### src/rtl/usb_tx_sched.sv
// Round-robin scheduler for two channel streams sharing one USB sync-FIFO write port.
// Each grant emits a header word followed by BURST payload words.
module usb_tx_sched #(
    parameter int unsigned BURST = 256,
    parameter int unsigned DW    = 32
) (
    input  logic          clk,
    input  logic          reset,
    input  logic          locked,
    input  logic [1:0]    en,
    input  logic [DW-1:0] ch0_tdata,
    input  logic          ch0_tvalid,
    output logic          ch0_tready,
    input  logic [DW-1:0] ch1_tdata,
    input  logic          ch1_tvalid,
    output logic          ch1_tready,
    input  logic          usb_txe_n,
    output logic          usb_wr_n,
    output logic [DW-1:0] usb_data,
    output logic [1:0]    grant,
    output logic          active
);

    localparam int unsigned CW = (BURST > 1) ? $clog2(BURST) : 1;
    localparam logic [CW-1:0] LAST = CW'(BURST - 1);

    typedef enum logic [2:0] {
        S_IDLE,
        S_ARB,
        S_HDR,
        S_BURST,
        S_GAP
    } state_t;

    state_t          state, state_nx;
    logic            last_grant, last_grant_nx;
    logic [15:0]     seq0, seq0_nx;
    logic [15:0]     seq1, seq1_nx;
    logic [CW-1:0]   word_cnt, word_cnt_nx;
    logic [1:0]      grant_nx;
    logic            usb_wr_n_nx;
    logic [DW-1:0]   usb_data_nx;
    logic            active_nx;

    logic [1:0]      cand;
    logic            cur;
    logic            own_en;
    logic            acc;
    logic            other;
    logic [DW-1:0]   tdata_sel;

    // Ready is combinational so an abort (en or locked falling) blocks the same cycle.
    assign ch0_tready = grant[0] & ~usb_txe_n & (state == S_BURST) & en[0] & locked;
    assign ch1_tready = grant[1] & ~usb_txe_n & (state == S_BURST) & en[1] & locked;

    assign cand      = en & {ch1_tvalid, ch0_tvalid};
    assign cur       = grant[1];
    assign own_en    = |(grant & en);
    assign acc       = (ch0_tready & ch0_tvalid) | (ch1_tready & ch1_tvalid);
    assign other     = ~last_grant;
    assign tdata_sel = cur ? ch1_tdata : ch0_tdata;

    always_ff @(posedge clk) begin
        if (reset) begin
            state      <= S_IDLE;
            last_grant <= 1'b1;
            seq0       <= '0;
            seq1       <= '0;
            word_cnt   <= '0;
            grant      <= '0;
            usb_wr_n   <= 1'b1;
            usb_data   <= '0;
            active     <= 1'b0;
        end else begin
            state      <= state_nx;
            last_grant <= last_grant_nx;
            seq0       <= seq0_nx;
            seq1       <= seq1_nx;
            word_cnt   <= word_cnt_nx;
            grant      <= grant_nx;
            usb_wr_n   <= usb_wr_n_nx;
            usb_data   <= usb_data_nx;
            active     <= active_nx;
        end
    end

    always_comb begin
        state_nx      = state;
        last_grant_nx = last_grant;
        seq0_nx       = seq0;
        seq1_nx       = seq1;
        word_cnt_nx   = word_cnt;
        grant_nx      = grant;
        usb_wr_n_nx   = 1'b1;
        usb_data_nx   = usb_data;

        case (state)
            S_IDLE: begin
                if (locked) state_nx = S_ARB;
            end
            S_ARB: begin
                // The channel that did not go last has priority.
                if (cand[other]) begin
                    grant_nx      = other ? 2'b10 : 2'b01;
                    last_grant_nx = other;
                    word_cnt_nx   = '0;
                    state_nx      = S_HDR;
                end else if (cand[last_grant]) begin
                    grant_nx      = last_grant ? 2'b10 : 2'b01;
                    word_cnt_nx   = '0;
                    state_nx      = S_HDR;
                end
            end
            S_HDR: begin
                if (!own_en) begin
                    grant_nx = '0;
                    state_nx = S_GAP;
                end else if (!usb_txe_n) begin
                    usb_data_nx = DW'({8'hA5, 7'h0, cur, cur ? seq1 : seq0});
                    usb_wr_n_nx = 1'b0;
                    if (cur) seq1_nx = seq1 + 16'd1;
                    else     seq0_nx = seq0 + 16'd1;
                    state_nx    = S_BURST;
                end
            end
            S_BURST: begin
                if (!own_en) begin
                    grant_nx = '0;
                    state_nx = S_GAP;
                end else if (acc) begin
                    usb_data_nx = tdata_sel;
                    usb_wr_n_nx = 1'b0;
                    word_cnt_nx = word_cnt + CW'(1);
                    if (word_cnt == LAST) begin
                        grant_nx = '0;
                        state_nx = S_GAP;
                    end
                end
            end
            S_GAP: begin
                grant_nx = '0;
                state_nx = locked ? S_ARB : S_IDLE;
            end
            default: begin
                grant_nx = '0;
                state_nx = S_IDLE;
            end
        endcase

        // Losing the USB clock overrides everything; sequence and last owner survive.
        if (!locked) begin
            state_nx    = S_IDLE;
            grant_nx    = '0;
            usb_wr_n_nx = 1'b1;
            usb_data_nx = usb_data;
            seq0_nx     = seq0;
            seq1_nx     = seq1;
        end

        active_nx = (state_nx == S_HDR) || (state_nx == S_BURST);
    end

endmodule
### config.mk
export PLATFORM = sky130hd
export DESIGN_NAME = usb_tx_sched
export DESIGN_NICKNAME = d
export VERILOG_FILES = /design/src/rtl/usb_tx_sched.sv
export SDC_FILE = /design/constraint.sdc
export NUM_CORES = 1
export LEC_CHECK = 0
export ABC_CLOCK_PERIOD_IN_PS = 2400
export BUFFER_PORTS_ARGS = -buffer_cell sky130_fd_sc_hd__buf_2
export CORE_UTILIZATION = 53
export CTS_CLUSTER_SIZE = 14
export DETAILED_ROUTE_END_ITERATION = 12
export HOLD_SLACK_MARGIN = 0.12
export PLACE_DENSITY = 0.8
export SLEW_MARGIN = 30
export SYNTH_ARGS = -nofsm -noshare
export SYNTH_HDL_FRONTEND = slang
export SYNTH_SLANG_ARGS = --single-unit
### constraint.sdc
create_clock -name clk -period 2.4 [get_ports clk]
set_input_delay 0 -clock clk [delete_from_list [all_inputs] [get_ports clk]]
set_output_delay 0 -clock clk [all_outputs]
set_load 0.005 [all_outputs]
==> impl.org <==
** Global route
- The number of global-route vias before repair was ~4100.
- The first global-routing pass estimated about 20 mm of wire.
- Residual overflow from global routing :: 0
- Most Used Layer, Global Route :: met2
- GRT met1 Usage :: between 30% and 40%
- The initial antenna violation count came to 0.
- GR met2 Demand/Resource :: roughly half
- Maximum number of pins on one net before global-route repair :: 37
- For this run, global-route usage on met3 was measured as under 10%.
- Tot GR Track Use :: between 20% and 30%

** Routing
- Detailed-route wire length :: 12.5 mm
- Violation count after the first detailed-routing iteration :: ~310
- After detailed routing, the number of remaining DRC violations is 0.
- Number of antenna-violating nets in the routed design :: 0
- Via count :: 4447
- Detail-routed net length per standard cell :: between 15 and 20 µm
- The first TritonRoute pass finished after 5 iterations.
- Using the TritonRoute via totals, the vias-per-cell ratio works out to ~6.3.

** Synthesis
- Avg Synthesized Cell Area :: approximately 8.9 µm²
- Of all flip-flops after synthesis, the portion carrying an async set or reset was 0%.
- After technology mapping, the gate count stands at roughly 480.
- Netlist area before placement :: about 4300 µm²
- Most used flip-flop cell after synthesis :: sky130_fd_sc_hd__dfxtp_1
- Synth Warn # :: 0
- Synth top area share :: a little under two fifths
- Synthesized net count :: around 550
- The synthesized design spends more area on one cell type than any other, namely sky130_fd_sc_hd__dfxtp_1.
- After synthesis, the most frequently instantiated cells are sky130_fd_sc_hd__dfxtp_1 (80), sky130_fd_sc_hd__a21oi_1 (63), sky130_fd_sc_hd__o21ai_0 (39).
- Count of unique library cells instantiated by Yosys :: 55
- By area the synthesized netlist is led by sky130_fd_sc_hd__dfxtp_1 (37%), sky130_fd_sc_hd__mux4_2 (8.4%), sky130_fd_sc_hd__a21oi_1 (7.4%).
- Yosys mapped a number of flops with a built-in enable equal to 0.
- Share of the yosys chip area belonging to registers :: around 37%
- In this run, synthesis produced a sequential element count of 80.
- Most used standard cell by instance count after synthesis :: sky130_fd_sc_hd__dfxtp_1

** CTS
- Count of clock tree sinks :: 80
- The tree is rooted in a sky130_fd_sc_hd__clkbuf_8.
- CTS tree :: done
- Clock tree synthesis inserted a total of 9 buffers.
- The clock tree synthesis step divided the H-tree into 3 levels.
- Clk_lat worst skew :: between 0.3 and 0.4 ns
- Clock-pin slew was measured on the worst setup and hold paths at 0.08 ns.
- Max Root-Sink Buffers :: 2

** STA
- Final setup vio count :: 0
- Unrepaired setup endpoints after global routing :: false
- Setup total negative slack on the finished layout was measured at 0 ns.
- Final count of pins violating max slew :: 0
- Once routing completed, OpenROAD measured the worst setup slack at between 0.2 and 0.25 ns.
- The count of final hold-check violations is 0.
- Across the routed clock network, the largest skew measured is between 0.006 and 0.007 ns.
- The worst pin sits at a relative slew slack of between 50% and 60%.
- Transition time of the tightest slew-check pin :: between 0.6 and 0.7 ns
- In the finished design, the share of the clock period the worst path needs comes to around nine tenths.
- Based on the critical path, the design can be clocked at up to around 460 MHz.
- The worst path needs between 2 and 2.5 ns of the cycle, external delays included.
- Tightest hold margin :: 0.123 ns

** Setup path
- For the worst setup path, the data required time is between 2 and 3 ns.
- Along the worst path, the maximum fanout reaches 30.
- The critical path in this run is classified as reg -> reg.
- In this run the worst setup path terminates at usb_data[22].
- At the worst endpoint, the arrival time is 2.41 ns.
- In this run the worst setup path begins at grant[1].
- The worst setup path is captured at a register.
- The worst register-to-register path has a depth of 5.
- R2r endpoint :: usb_data[22]
- STA classifies the critical path startpoint as a register.
- The worst register-to-register path has a setup slack of 0.23 ns.
- The worst register-to-register path begins at grant[1].

** Placement
- Total cell area at the placement stage :: around 4900 µm²
- Routability Congestion :: 0.829
- The wire-length estimate of the detail-placed layout is just over 8 mm.
- Port buffering added around 110 buffers.
- Worst setup timing slack at the placement stage :: approximately 0.35 ns

** Die
- The die covers about 8400 µm².
- Starting Density :: 55.1%
- The floorplan step set the die width to slightly above 90 µm.
- The die is slightly above 90 µm tall.
- Number of top-level pins :: 110
- After floorplanning, the core was sized to cover slightly below 8000 µm².
- The floorplan has 32 rows.

** Power
- In this run the power density over the cells is between 400 and 500 nW/µm².
- The worst-case IR drop observed on VDD is 379 µV.
- Leakage power summed over all cells :: between 1.5 and 2 nW

** Finish
- Final design utilization :: slightly below 70%
- Multi-input gate area :: approximately 2500 µm²
- Cells with a size suffix above 1 make up between 20% and 30% of the layout.
- P&R area growth vs syn :: 26.2%
- Final #Nets :: about 670
- Registers take roughly 1600 µm².
- Counting the fill cells in the layout gives 621.
- 0 antenna diodes ended up in the layout.
- Once layout is done, the placed cells without fillers occupy 5400 µm².

** Worst hold path
- The min-delay analysis places its worst path in the category in -> reg.

** Flow run
- The tool flagged a number of max-cap violations equal to 0.

** Outcome
- The run finished with clean final reports.
-- layout by cell type, fill, tap and decap left out, types with 8 or more instances in the layout --
cell type                       instances
sky130_fd_sc_hd__nand3_1               34
sky130_fd_sc_hd__o31ai_1               16
sky130_fd_sc_hd__mux4_2                16
sky130_fd_sc_hd__inv_1                 10
sky130_fd_sc_hd__o21ai_0               39
sky130_fd_sc_hd__or4_1                 15
sky130_fd_sc_hd__dfxtp_1               79
sky130_fd_sc_hd__buf_4                 12
sky130_fd_sc_hd__buf_2                109
sky130_fd_sc_hd__clkbuf_8              11
sky130_fd_sc_hd__nand2_1               20
sky130_fd_sc_hd__nor2_1                15
sky130_fd_sc_hd__mux2_2                12
sky130_fd_sc_hd__or3_1                  8
sky130_fd_sc_hd__nand4_1               24
sky130_fd_sc_hd__dlygate4sd3_1         26
sky130_fd_sc_hd__a21oi_1               63
sky130_fd_sc_hd__xor2_1                 8
-- registers in the layout (all words and copies together), names as in the netlist --
name / count
usb_wr_n: 1
last_grant: 1
state: 3
seq1: 16
usb_data: 32
seq0: 16
grant: 2
word_cnt: 8
active: 1
-- cell type report --
cell class                      count  share of cell area [%]
Inverter                           10                   0.695
Clock inverter                      5                    1.46
Multi-Input combinational cell    348                    46.0
Tap cell                          102                    2.36
Sequential cell                    80                    29.7
Timing Repair Buffer              148                    17.0
Clock buffer                       11                    2.80
-- worst max-delay path, stage by stage, from the launching register on --
cell and delay, ns:
sky130_fd_sc_hd__dfxtp_2 0.48, sky130_fd_sc_hd__buf_4 0.43, sky130_fd_sc_hd__mux2_2 0.38, sky130_fd_sc_hd__dlygate4sd3_1 0.56, sky130_fd_sc_hd__nand4_1 0.11, sky130_fd_sc_hd__a21oi_1 0.08
-- per-layer routing --
layer | share of wire (%) | wire (µm)
met3 | 8.3 | 1030
met4 | 2.1 | 266
met1 | 41 | 5130
met5 | 0 | 0
met2 | 48 | 6020
-- logic make-up after synthesis --
kind of cell	Yosys count	share of synthesized area (%)
simple gates	158	22.1
compound gates	142	19.5
flops	80	37.4
buf+inv	50	4.80
mux	35	13.2
xor+xnor	10	2.05
fa+ha+maj	3	0.878
-- worst min-delay path by stage --
stage                  startpoint      endpoint  slack (ns)  cells past startpoint
floorplan                   en[1]    ch1_tready        0.08                      2
global placement       ch0_tvalid    last_grant        0.34                      3
detailed placement     ch0_tvalid    last_grant        0.37                      3
CTS                 ch1_tdata[25]  usb_data[25]        0.12                      4
global route        ch1_tdata[28]  usb_data[28]        0.12                      4
finish              ch0_tdata[20]  usb_data[20]        0.12                      4
-- timing repair --
action	4_1_cts	5_1_grt
endpoints found under the setup margin	0	1
endpoints found under the hold margin	14	2
resized for setup	0	1
setup buffers	0	0
hold buffers	23	3
-- power breakdown --
group,total [mW],internal (mW),switching [mW]
Combinational,0.176,0.0949,0.0810
Clock,1.14,0.641,0.500
Sequential,1.33,1.33,0.00594
-- stage by stage --
step / total power [mW] / instances
floorplan: 1.42 / 478
global placement: 1.50 / 662
detailed placement: 1.50 / 662
CTS: 2.65 / 701
global route: 2.73 / 704
finish: 2.65 / 704
(Power assumes the default switching activity.)
